===== config.mk =====
export PLATFORM = sky130hd
export DESIGN_NAME = multicycle_main_fsm
export DESIGN_NICKNAME = d
export VERILOG_FILES = /design/src/rtl/multicycle_main_fsm.sv
export SDC_FILE = /design/constraint.sdc
export NUM_CORES = 1
export LEC_CHECK = 0
export ABC_AREA = 1
export ABC_CLOCK_PERIOD_IN_PS = 4100
export CORE_UTILIZATION = 35
export DETAILED_ROUTE_END_ITERATION = 10
export PLACE_DENSITY_LB_ADDON = 0.08
export SLEW_MARGIN = 15
export SYNTH_ARGS = -nofsm -noshare
export SYNTH_HDL_FRONTEND = slang
export SYNTH_SLANG_ARGS = --single-unit
export TNS_END_PERCENT = 20

===== constraint.sdc =====
create_clock -name clk -period 4.1 [get_ports clk]
set_input_delay 0.41 -clock clk [delete_from_list [all_inputs] [get_ports clk]]
set_output_delay 0.41 -clock clk [all_outputs]
set_load 0.005 [all_outputs]

===== src/rtl/multicycle_main_fsm.sv =====
`default_nettype none
// ============================================================================
// multicycle_main_fsm : control FSM for the multi-cycle RV32I core
// Revision: 1.0
// ============================================================================
module multicycle_main_fsm #(
    parameter int MEM_LATENCY     = 1,
    parameter bit SUPPORT_EXT     = 1'b1,
    parameter bit HALT_ON_ILLEGAL = 1'b0
) (
    input  logic       clk,
    input  logic       rst_n,
    input  logic [6:0] opcode,
    input  logic       zero,
    output logic       pc_write,
    output logic       adr_src,
    output logic       mem_write,
    output logic       ir_write,
    output logic       reg_write,
    output logic [1:0] result_src,
    output logic [1:0] alu_src_a,
    output logic [1:0] alu_src_b,
    output logic [1:0] alu_op,
    output logic [2:0] imm_src,
    output logic       illegal,
    output logic [3:0] fsm_state
);

    typedef enum logic [3:0] {
        S_FETCH    = 4'd0,
        S_DECODE   = 4'd1,
        S_MEMADR   = 4'd2,
        S_MEMREAD  = 4'd3,
        S_MEMWB    = 4'd4,
        S_MEMWRITE = 4'd5,
        S_EXECR    = 4'd6,
        S_EXECI    = 4'd7,
        S_ALUWB    = 4'd8,
        S_BEQ      = 4'd9,
        S_JAL      = 4'd10,
        S_LUI      = 4'd11,
        S_ILLEGAL  = 4'd12,
        S_HALT     = 4'd13
    } state_t;

    typedef struct packed {
        logic       pc_update;
        logic       branch;
        logic       adr_src;
        logic       mem_write;
        logic       ir_write;
        logic       reg_write;
        logic       illegal;
        logic [1:0] result_src;
        logic [1:0] alu_src_a;
        logic [1:0] alu_src_b;
        logic [1:0] alu_op;
    } ctrl_t;

    localparam logic [6:0] OP_LOAD   = 7'b0000011;
    localparam logic [6:0] OP_STORE  = 7'b0100011;
    localparam logic [6:0] OP_RTYPE  = 7'b0110011;
    localparam logic [6:0] OP_ITYPE  = 7'b0010011;
    localparam logic [6:0] OP_BRANCH = 7'b1100011;
    localparam logic [6:0] OP_JAL    = 7'b1101111;
    localparam logic [6:0] OP_LUI    = 7'b0110111;

    localparam logic [3:0] LAST_CNT   = 4'(MEM_LATENCY - 1);
    localparam state_t     ILL_TARGET = HALT_ON_ILLEGAL ? S_HALT : S_ILLEGAL;

    state_t     state_q, state_d;
    logic [3:0] cnt_q, cnt_d;
    ctrl_t      ctrl_q, ctrl_d;
    logic       last_q;
    logic       waiting_q;

    // Moore control word for a state; 'last' marks the final memory wait cycle.
    function automatic ctrl_t decode_ctrl(input state_t s, input logic last);
        ctrl_t c;
        c = '0;
        case (s)
            S_FETCH: begin
                c.alu_src_b  = 2'b10;
                c.result_src = 2'b10;
                c.ir_write   = last;
                c.pc_update  = last;
            end
            S_DECODE: begin
                c.alu_src_a = 2'b01;
                c.alu_src_b = 2'b01;
            end
            S_MEMADR: begin
                c.alu_src_a = 2'b10;
                c.alu_src_b = 2'b01;
            end
            S_MEMREAD: c.adr_src = 1'b1;
            S_MEMWB: begin
                c.result_src = 2'b01;
                c.reg_write  = 1'b1;
            end
            S_MEMWRITE: begin
                c.adr_src   = 1'b1;
                c.mem_write = last;
            end
            S_EXECR: begin
                c.alu_src_a = 2'b10;
                c.alu_op    = 2'b10;
            end
            S_EXECI: begin
                c.alu_src_a = 2'b10;
                c.alu_src_b = 2'b01;
                c.alu_op    = 2'b10;
            end
            S_ALUWB: c.reg_write = 1'b1;
            S_BEQ: begin
                c.alu_src_a = 2'b10;
                c.alu_op    = 2'b01;
                c.branch    = 1'b1;
            end
            S_JAL: begin
                c.alu_src_a = 2'b01;
                c.alu_src_b = 2'b10;
                c.pc_update = 1'b1;
            end
            S_LUI: begin
                c.alu_src_a = 2'b11;
                c.alu_src_b = 2'b01;
            end
            S_ILLEGAL, S_HALT: c.illegal = 1'b1;
            default: c = '0;
        endcase
        return c;
    endfunction

    always_comb begin
        last_q    = (cnt_q == LAST_CNT);
        waiting_q = (state_q == S_FETCH) || (state_q == S_MEMREAD) ||
                    (state_q == S_MEMWRITE);
        state_d   = state_q;
        case (state_q)
            S_FETCH:    if (last_q) state_d = S_DECODE;
            S_DECODE: begin
                case (opcode)
                    OP_LOAD, OP_STORE: state_d = S_MEMADR;
                    OP_RTYPE:          state_d = S_EXECR;
                    OP_ITYPE:          state_d = S_EXECI;
                    OP_BRANCH:         state_d = S_BEQ;
                    OP_JAL:            state_d = SUPPORT_EXT ? S_JAL : ILL_TARGET;
                    OP_LUI:            state_d = SUPPORT_EXT ? S_LUI : ILL_TARGET;
                    default:           state_d = ILL_TARGET;
                endcase
            end
            // IR is held during decode, so re-sampling the opcode here is safe.
            S_MEMADR:   state_d = (opcode == OP_STORE) ? S_MEMWRITE : S_MEMREAD;
            S_MEMREAD:  if (last_q) state_d = S_MEMWB;
            S_MEMWRITE: if (last_q) state_d = S_FETCH;
            S_EXECR, S_EXECI, S_JAL, S_LUI: state_d = S_ALUWB;
            S_MEMWB, S_ALUWB, S_BEQ, S_ILLEGAL: state_d = S_FETCH;
            S_HALT:     state_d = S_HALT;
            default:    state_d = S_FETCH;
        endcase
        // Counter restarts at zero whenever a wait state is (re)entered.
        cnt_d  = (waiting_q && !last_q) ? cnt_q + 4'd1 : 4'd0;
        ctrl_d = decode_ctrl(state_d, cnt_d == LAST_CNT);
    end

    always_ff @(posedge clk) begin
        if (!rst_n) begin
            state_q <= S_FETCH;
            cnt_q   <= 4'd0;
            ctrl_q  <= decode_ctrl(S_FETCH, LAST_CNT == 4'd0);
        end else begin
            state_q <= state_d;
            cnt_q   <= cnt_d;
            ctrl_q  <= ctrl_d;
        end
    end

    always_comb begin
        case (opcode)
            OP_STORE:  imm_src = 3'b001;
            OP_BRANCH: imm_src = 3'b010;
            OP_JAL:    imm_src = 3'b011;
            OP_LUI:    imm_src = 3'b100;
            default:   imm_src = 3'b000;
        endcase
    end

    // Write strobes are masked while reset is held so an aborted access never commits.
    assign pc_write   = rst_n & (ctrl_q.pc_update | (ctrl_q.branch & zero));
    assign mem_write  = rst_n & ctrl_q.mem_write;
    assign ir_write   = rst_n & ctrl_q.ir_write;
    assign reg_write  = rst_n & ctrl_q.reg_write;
    assign illegal    = rst_n & ctrl_q.illegal;
    assign adr_src    = ctrl_q.adr_src;
    assign result_src = ctrl_q.result_src;
    assign alu_src_a  = ctrl_q.alu_src_a;
    assign alu_src_b  = ctrl_q.alu_src_b;
    assign alu_op     = ctrl_q.alu_op;
    assign fsm_state  = state_q;

endmodule
`default_nettype wire

==> summary.md, run 1 <==
| Metric | Value |
|---|---|
| Power Density | `317 nW/um^2` |
| Setup TNS | `0 ns` |
| Yosys reg bits | `22` |
| Design Power | `500 uW` |
| WP data required | `3.69 ns` |
| Max Cap Viol | `0` |
| Detailed-route vias per instance | `4.39` |
| Post-route ant nets | `0` |
| Input/output buffers | `30` |
| Final core utilization | `46.2%` |
| F_max | `361 MHz` |
| # nets final | `220` |
| Final hold violations | `0` |
| Internal power | `353 uW` |
| Leading area contributor after synthesis | `dfxtp_1` |
| DRC viols | `0` |
| R2r startpoint | `cnt_q[0]` |
| Syn Area/Cell | `6.93 sq um` |
| Synth top area share | `34.7%` |
| Actual slew at the worst max-slew pin | `0.583 ns` |
| Io pins | `31` |
| WHS | `0.573 ns` |
| CTS sink count | `22` |
| Setup crit start | `rst_n` |
| CTS tree | `built` |
| Leak | `0.760 nW` |
| Die area | `3870 sq um` |
| Die span in x | `62.2 um` |
| Post-detailed-routing wire length | `2480 um` |
| Startpoint Class | `input port` |
| Crit Path Category | `input port to output port` |
| Netlist Area Pre-Place | `1270 sq um` |
| Vias in the first global route | `1059` |
| Seq/Total Area, Yosys | `34.7%` |
| FF-to-FF setup slack | `2.35 ns` |
| Clock tree root buffer cell | `clkbuf_4` |
| Initial Util | `37.1%` |
| Layout cells sized above 1 | `19.8%` |
| DR pass1 iterations | `4` |
| Total track usage | `13.9%` |
| Syn Nets | `195` |
| Final GP Congestion | `0.756` |
| CTS resizes | `0` |
| RSZ-0062 raised after global routing | `no` |
| Die Ht | `62.2 um` |
| Initial antenna violation count | `0` |
| Total gr overflow | `0` |
| Cell count after synthesis | `183` |
| Peak supply drop | `0.246 mV` |
| Min cycle time layout | `2.77 ns` |
| Combinational share of power | `28.4%` |
| Max-slew violation count | `0` |
| Fill count | `376` |
| Worst-path clk slew | `0.12 ns` |
| CTS Buf Count | `3` |
| First-pass GRT wire length | `4420 um` |
| Largest cells by area after synthesis | `dfxtp_1 (35%), nand2_1 (14%), nor2_2 (6.4%)` |
| Tcrit/Tclk final | `67.5%` |
| Hold_buf cts | `0` |
| Rows | `21` |
| Slew margin rel. | `60.7%` |
| Min-delay worst type | `register to register` |
| Post-DP HPWL | `2070 um` |
| Flop pwr share | `48.6%` |
| Warnings from Yosys | `0` |
| Pin count of the biggest net entering global routing | `18` |
| Dpl ws | `1.33 ns` |
| Clock buffer depth | `2` |
| R2R Path End | `alu_src_b[0]` |
| Setup violation total in the final timing report | `0` |
| Data arrival time of the worst path | `2.36 ns` |
| Cells on worst reg2reg path | `14` |
| Post-CTS Setup Bufs | `0` |
| Antenna cells | `0` |
| Switching share of power | `29.4%` |
| Core box area | `3420 sq um` |
| Final Skew | `0.00989 ns` |
| CP max FO | `17` |
| Routed vias | `1110` |
| Worst Setup End Kind | `output port` |
| Area delta synth->final | `24.4%` |
| Final Worst Setup Slack | `1.33 ns` |
| Status | `finished clean` |
| Power share of the clock group | `23.0%` |
| Psw | `147 uW` |
| Detailed-route wire length per cell | `9.80 um` |
| Yosys cell types | `28` |
| H-tree depth | `1` |
| Clock Latency Late Sink | `0.30 ns` |
| Worst Setup EP | `pc_write` |
| Iteration-0 DRC Markers | `30` |
==> Yosys cell counts <==
library cell,instances
nand2_1,46
dfxtp_1,22
nor2_1,18
inv_1,17
nand3_1,16
nor2_2,13
inv_2,9
buf_4,8
nand2_2,6
a21oi_1,3
nand3_2,3
ha_1,2
inv_4,2
nand4_1,2
nor3_1,2
xor2_1,2
a21oi_2,1
buf_6,1
clkbuf_8,1
clkinv_1,1
clkinv_2,1
nand3b_1,1
nand3b_4,1
nor2_4,1
nor2b_1,1
o211ai_1,1
o21ai_0,1
o41ai_1,1
==> worst max-delay path, stage by stage <==
cell	delay [ns]
clkdlybuf4s50_1	0.82
clkinv_1	0.42
nor2_1	0.20
clkdlybuf4s50_1	0.51
==> worst min-delay path by stage <==
stage / from / depth (start not counted) / slack, ns / to
final: cnt_q[0] / 3 / 0.57 / cnt_q[0]
after global routing: cnt_q[0] / 3 / 0.65 / cnt_q[0]
after global placement: cnt_q[0] / 3 / 0.57 / cnt_q[0]
after CTS: cnt_q[0] / 3 / 0.58 / cnt_q[0]
after floorplan: cnt_q[0] / 3 / 0.52 / cnt_q[0]
after detailed placement: cnt_q[0] / 3 / 0.55 / cnt_q[0]
==> registers in the layout (all words and copies together), names as in the netlist <==
name	cells
adr_src	1
ctrl_q	6
cnt_q	4
alu_src_b	2
fsm_state	4
alu_src_a	2
alu_op	1
result_src	2
==> layout make-up <==
cell class | instances | area (sq um) | area share [%]
Sequential cell | 22 | 440 | 27.9
Clock buffer | 4 | 36.3 | 2.30
Multi-Input combinational cell | 121 | 624 | 39.6
Inverter | 30 | 119 | 7.53
Tap cell | 46 | 57.6 | 3.65
Timing Repair Buffer | 30 | 300 | 19.0
==> power groups by stage <==
stage               sequential, mW  combinational, mW  clock [mW]
finish                       0.243              0.142       0.115
global route                 0.245              0.160       0.128
CTS                          0.244              0.144       0.119
detailed placement           0.248              0.144           0
global placement             0.248              0.143           0
floorplan                    0.247             0.0977           0
==> stage by stage <==
step | area, sq um | instances
after floorplan | 1270 | 183
after global placement | 1540 | 249
after detailed placement | 1540 | 249
after CTS | 1580 | 253
after global routing | 1580 | 253
final | 1580 | 253
==> logic make-up after synthesis <==
group                      count (synthesis)  synth area share [%]
and+or+nand+nor                          110                  42.3
buffers and inverters                     40                  16.1
DFF                                       22                  34.7
AOI/OAI and AO/OA                          7                  3.55
xor gates and xnor gates                   2                  1.38
adders and majority gates                  2                  1.97
==> layer usage <==
metal	up-vias	routed length (um)	track usage [%]	part of all wire [%]
li1	605	-	-	-
met1	487	1150	17.3	46
met2	18	1220	24.5	49
met3	0	109	3.86	4.4
met4	0	0	1.74	0
met5	-	0	0	0
==> cells in the final DEF, fill, tap and decap left out, types with 6 or more instances in the layout <==
| master | netlist | routed |
|---|---|---|
| clkdlybuf4s50_1 | 0 | 30 |
| dfxtp_1 | 22 | 22 |
| inv_1 | 17 | 17 |
| inv_2 | 9 | 9 |
| nand2_1 | 46 | 46 |
| nand2_2 | 6 | 6 |
| nand3_1 | 16 | 16 |
| nor2_1 | 18 | 18 |
| nor2_2 | 13 | 13 |
No activity file was read; power rests on OpenSTA's default activity.
==> inputs of run 2 (changes only) <==
Settings changed: ABC_CLOCK_PERIOD_IN_PS 4100 to 2600.
Clock period 4.1 ns to 2.6 ns, I/O delays scaled along.
==> run 2 against run 1 <==
Register-to-register slack got worse by 1.5 ns. Count of clock-buffer cells in the layout did not move. Design area rose by 0.48%. Die area did not move. Clock skew fell by 0.0034 ns. Sequential power rose by 58%. Routed wire length rose by 3.3%. Final cell count rose by 0.40%. Non-clock buffer count rose by 1. Critical path depth rose by 3. Largest cell class unchanged. Highest routed layer is now met4.
==> summary.md, run 2 (synthesized netlist as in run 1, its figures left out) <==
| Metric | Value |
|---|---|
| CTS Buf Count | `3 (unchanged)` |
| Tcrit/Tclk final | `76.4%` |
| Die area | `3870 sq um (unchanged)` |
| Routed vias | `1139 (was 1110)` |
| Cells on worst reg2reg path | `14 (unchanged)` |
| Die span in x | `62.2 um (unchanged)` |
| Initial antenna violation count | `0 (unchanged)` |
| Total track usage | `14.2% (was 13.9%)` |
| Antenna cells | `0 (unchanged)` |
| Peak supply drop | `0.483 mV (was 0.246 mV)` |
| Min cycle time layout | `1.99 ns` |
| Post-DP HPWL | `2060 um (was 2070 um)` |
| # nets final | `221 (was 220)` |
| F_max | `503 MHz` |
| Post-route ant nets | `0 (unchanged)` |
| First-pass GRT wire length | `4460 um (was 4420 um)` |
| Post-CTS Setup Bufs | `0 (unchanged)` |
| Vias in the first global route | `1066 (was 1059)` |
| Final Worst Setup Slack | `0.613 ns (was 1.33 ns)` |
| Min-delay worst type | `register to register (unchanged)` |
| Hold_buf cts | `0 (unchanged)` |
| WHS Path Cells | `3 (unchanged)` |
| Worst-path clk slew | `0.11 ns (was 0.12 ns)` |
| Total gr overflow | `0 (unchanged)` |
| Detailed-route wire length per cell | `10.1 um (was 9.80 um)` |
| Startpoint Class | `input port (unchanged)` |
| Hold_sp | `cnt_q[0] (unchanged)` |
| Rows | `21 (unchanged)` |
| FF-to-FF setup slack | `0.81 ns (was 2.35 ns)` |
| Leading cell type in the layout, fill and taps excluded | `nand2_1 (unchanged)` |
| Final Skew | `0.00649 ns (was 0.00989 ns)` |
| Layout cells sized above 1 | `20.2% (was 19.8%)` |
| Io pins | `31 (unchanged)` |
| R2r startpoint | `cnt_q[0] (unchanged)` |
| Iteration-0 DRC Markers | `40 (was 30)` |
| Clock Latency Late Sink | `0.30 ns (about the same)` |
| WP data required | `2.34 ns (was 3.69 ns)` |
| Placed insts | `250 (was 249)` |
| Worst Hold Endpoint | `cnt_q[0] (unchanged)` |
| Initial Util | `37.1% (unchanged)` |
| Detailed-route vias per instance | `4.48 (was 4.39)` |
| Setup TNS | `0 ns (unchanged)` |
| Final hold violations | `0 (unchanged)` |
| Area delta synth->final | `25.0% (was 24.4%)` |
| Final GP Congestion | `0.777 (was 0.756)` |
| Leak | `0.765 nW (was 0.760 nW)` |
| Data arrival time of the worst path | `1.73 ns (was 2.36 ns)` |
| CTS resizes | `0 (unchanged)` |
| Commonest cells after routing, fill and taps aside | `nand2_1 (46), clkdlybuf4s50_1 (30), dfxtp_1 (22), nor2_1 (18), inv_1 (17) (unchanged)` |
| Max Cap Viol | `0 (unchanged)` |
| Core box area | `3420 sq um (unchanged)` |
| Max-slew violation count | `0 (unchanged)` |
| Power Density | `500 nW/um^2 (was 317 nW/um^2)` |
| DR pass1 iterations | `4 (unchanged)` |
| Clock buffer depth | `2 (unchanged)` |
| Worst Setup End Kind | `output port (unchanged)` |
| RSZ-0062 raised after global routing | `no (unchanged)` |
| Setup violation total in the final timing report | `0 (unchanged)` |
| Clock tree root buffer cell | `clkbuf_4 (unchanged)` |
| Dpl ws | `0.601 ns (was 1.33 ns)` |
| Die Ht | `62.2 um (unchanged)` |
| Largest Register | `ctrl_q (unchanged)` |
| CTS sink count | `22 (unchanged)` |
| Status | `finished clean (unchanged)` |
| DRC viols | `0 (unchanged)` |
| CP max FO | `4 (was 17)` |
| Non-filler cells, final | `254 (was 253)` |
| R2R Path End | `alu_src_b[0] (unchanged)` |
| Pin count of the biggest net entering global routing | `17 (was 18)` |
| Crit Path Category | `input port to output port (unchanged)` |
| Post-detailed-routing wire length | `2560 um (was 2480 um)` |
| Actual slew at the worst max-slew pin | `0.513 ns (was 0.583 ns)` |
| H-tree depth | `1 (unchanged)` |
| Input/output buffers | `30 (unchanged)` |
| Max reg flops | `6 (unchanged)` |
| Slew margin rel. | `65.4% (was 60.7%)` |
| CTS tree | `built (unchanged)` |
-- run 2: changes by cell type in the layout (fill, tap and decap cells not counted), sizes merged --
cell / before / now
buf: 0 / 1
-- run 2: worst max-delay path by stage --
| stage | start | end | slack, ns | depth (start not counted) |
|---|---|---|---|---|
| after floorplan | cnt_q[0] | alu_src_a[1] | 1.07 | 14 |
| after global placement | opcode[3] | imm_src[0] | 0.64 | 7 |
| after detailed placement | opcode[3] | imm_src[0] | 0.60 | 7 |
| after CTS | opcode[3] | imm_src[0] | 0.60 | 7 |
| after global routing | opcode[0] | imm_src[0] | 0.48 | 8 |
| final | opcode[3] | imm_src[0] | 0.61 | 7 |
-- run 2: area by class of cell --
cell class	count	area (sq um)
timing repair buffer	31	308
inverter	30	119
clock buffer	4	36.3
sequential	22	440
fill	385	1830
multi-input combinational	121	624
tap	46	57.6
-- run 2: stage by stage --
step	hold slack, ns	instance area [sq um]	utilization, %	power (mW)
after floorplan	0.510	1270	-	0.543
after global placement	0.566	1550	45.3	0.618
after detailed placement	0.564	1550	45.3	0.620
after CTS	0.583	1590	46.4	0.806
after global routing	0.637	1590	46.4	0.850
final	0.578	1590	46.4	0.793
-- run 2: metal layers --
layer  wire length [um]  vias up  track usage, %
li1                   -      605               -
met1               1270      501            18.4
met2               1150       28            23.1
met3                116        5            4.60
met4                 21        0            2.62
met5                  0        -               0
-- run 2: worst max-delay path, stage by stage --
cell and delay, ns:
clkdlybuf4s50_1 0.46, nor2_1 0.15, nand3_2 0.13, nor2_2 0.11, inv_1 0.06, nand2_1 0.05, clkdlybuf4s50_1 0.49
-- run 2: power breakdown --
part           internal, mW  leakage [nW]  switching (mW)
sequential            0.367         0.180          0.0168
combinational         0.106         0.563           0.120
clock                0.0854        0.0210          0.0980
total                 0.558         0.765           0.235
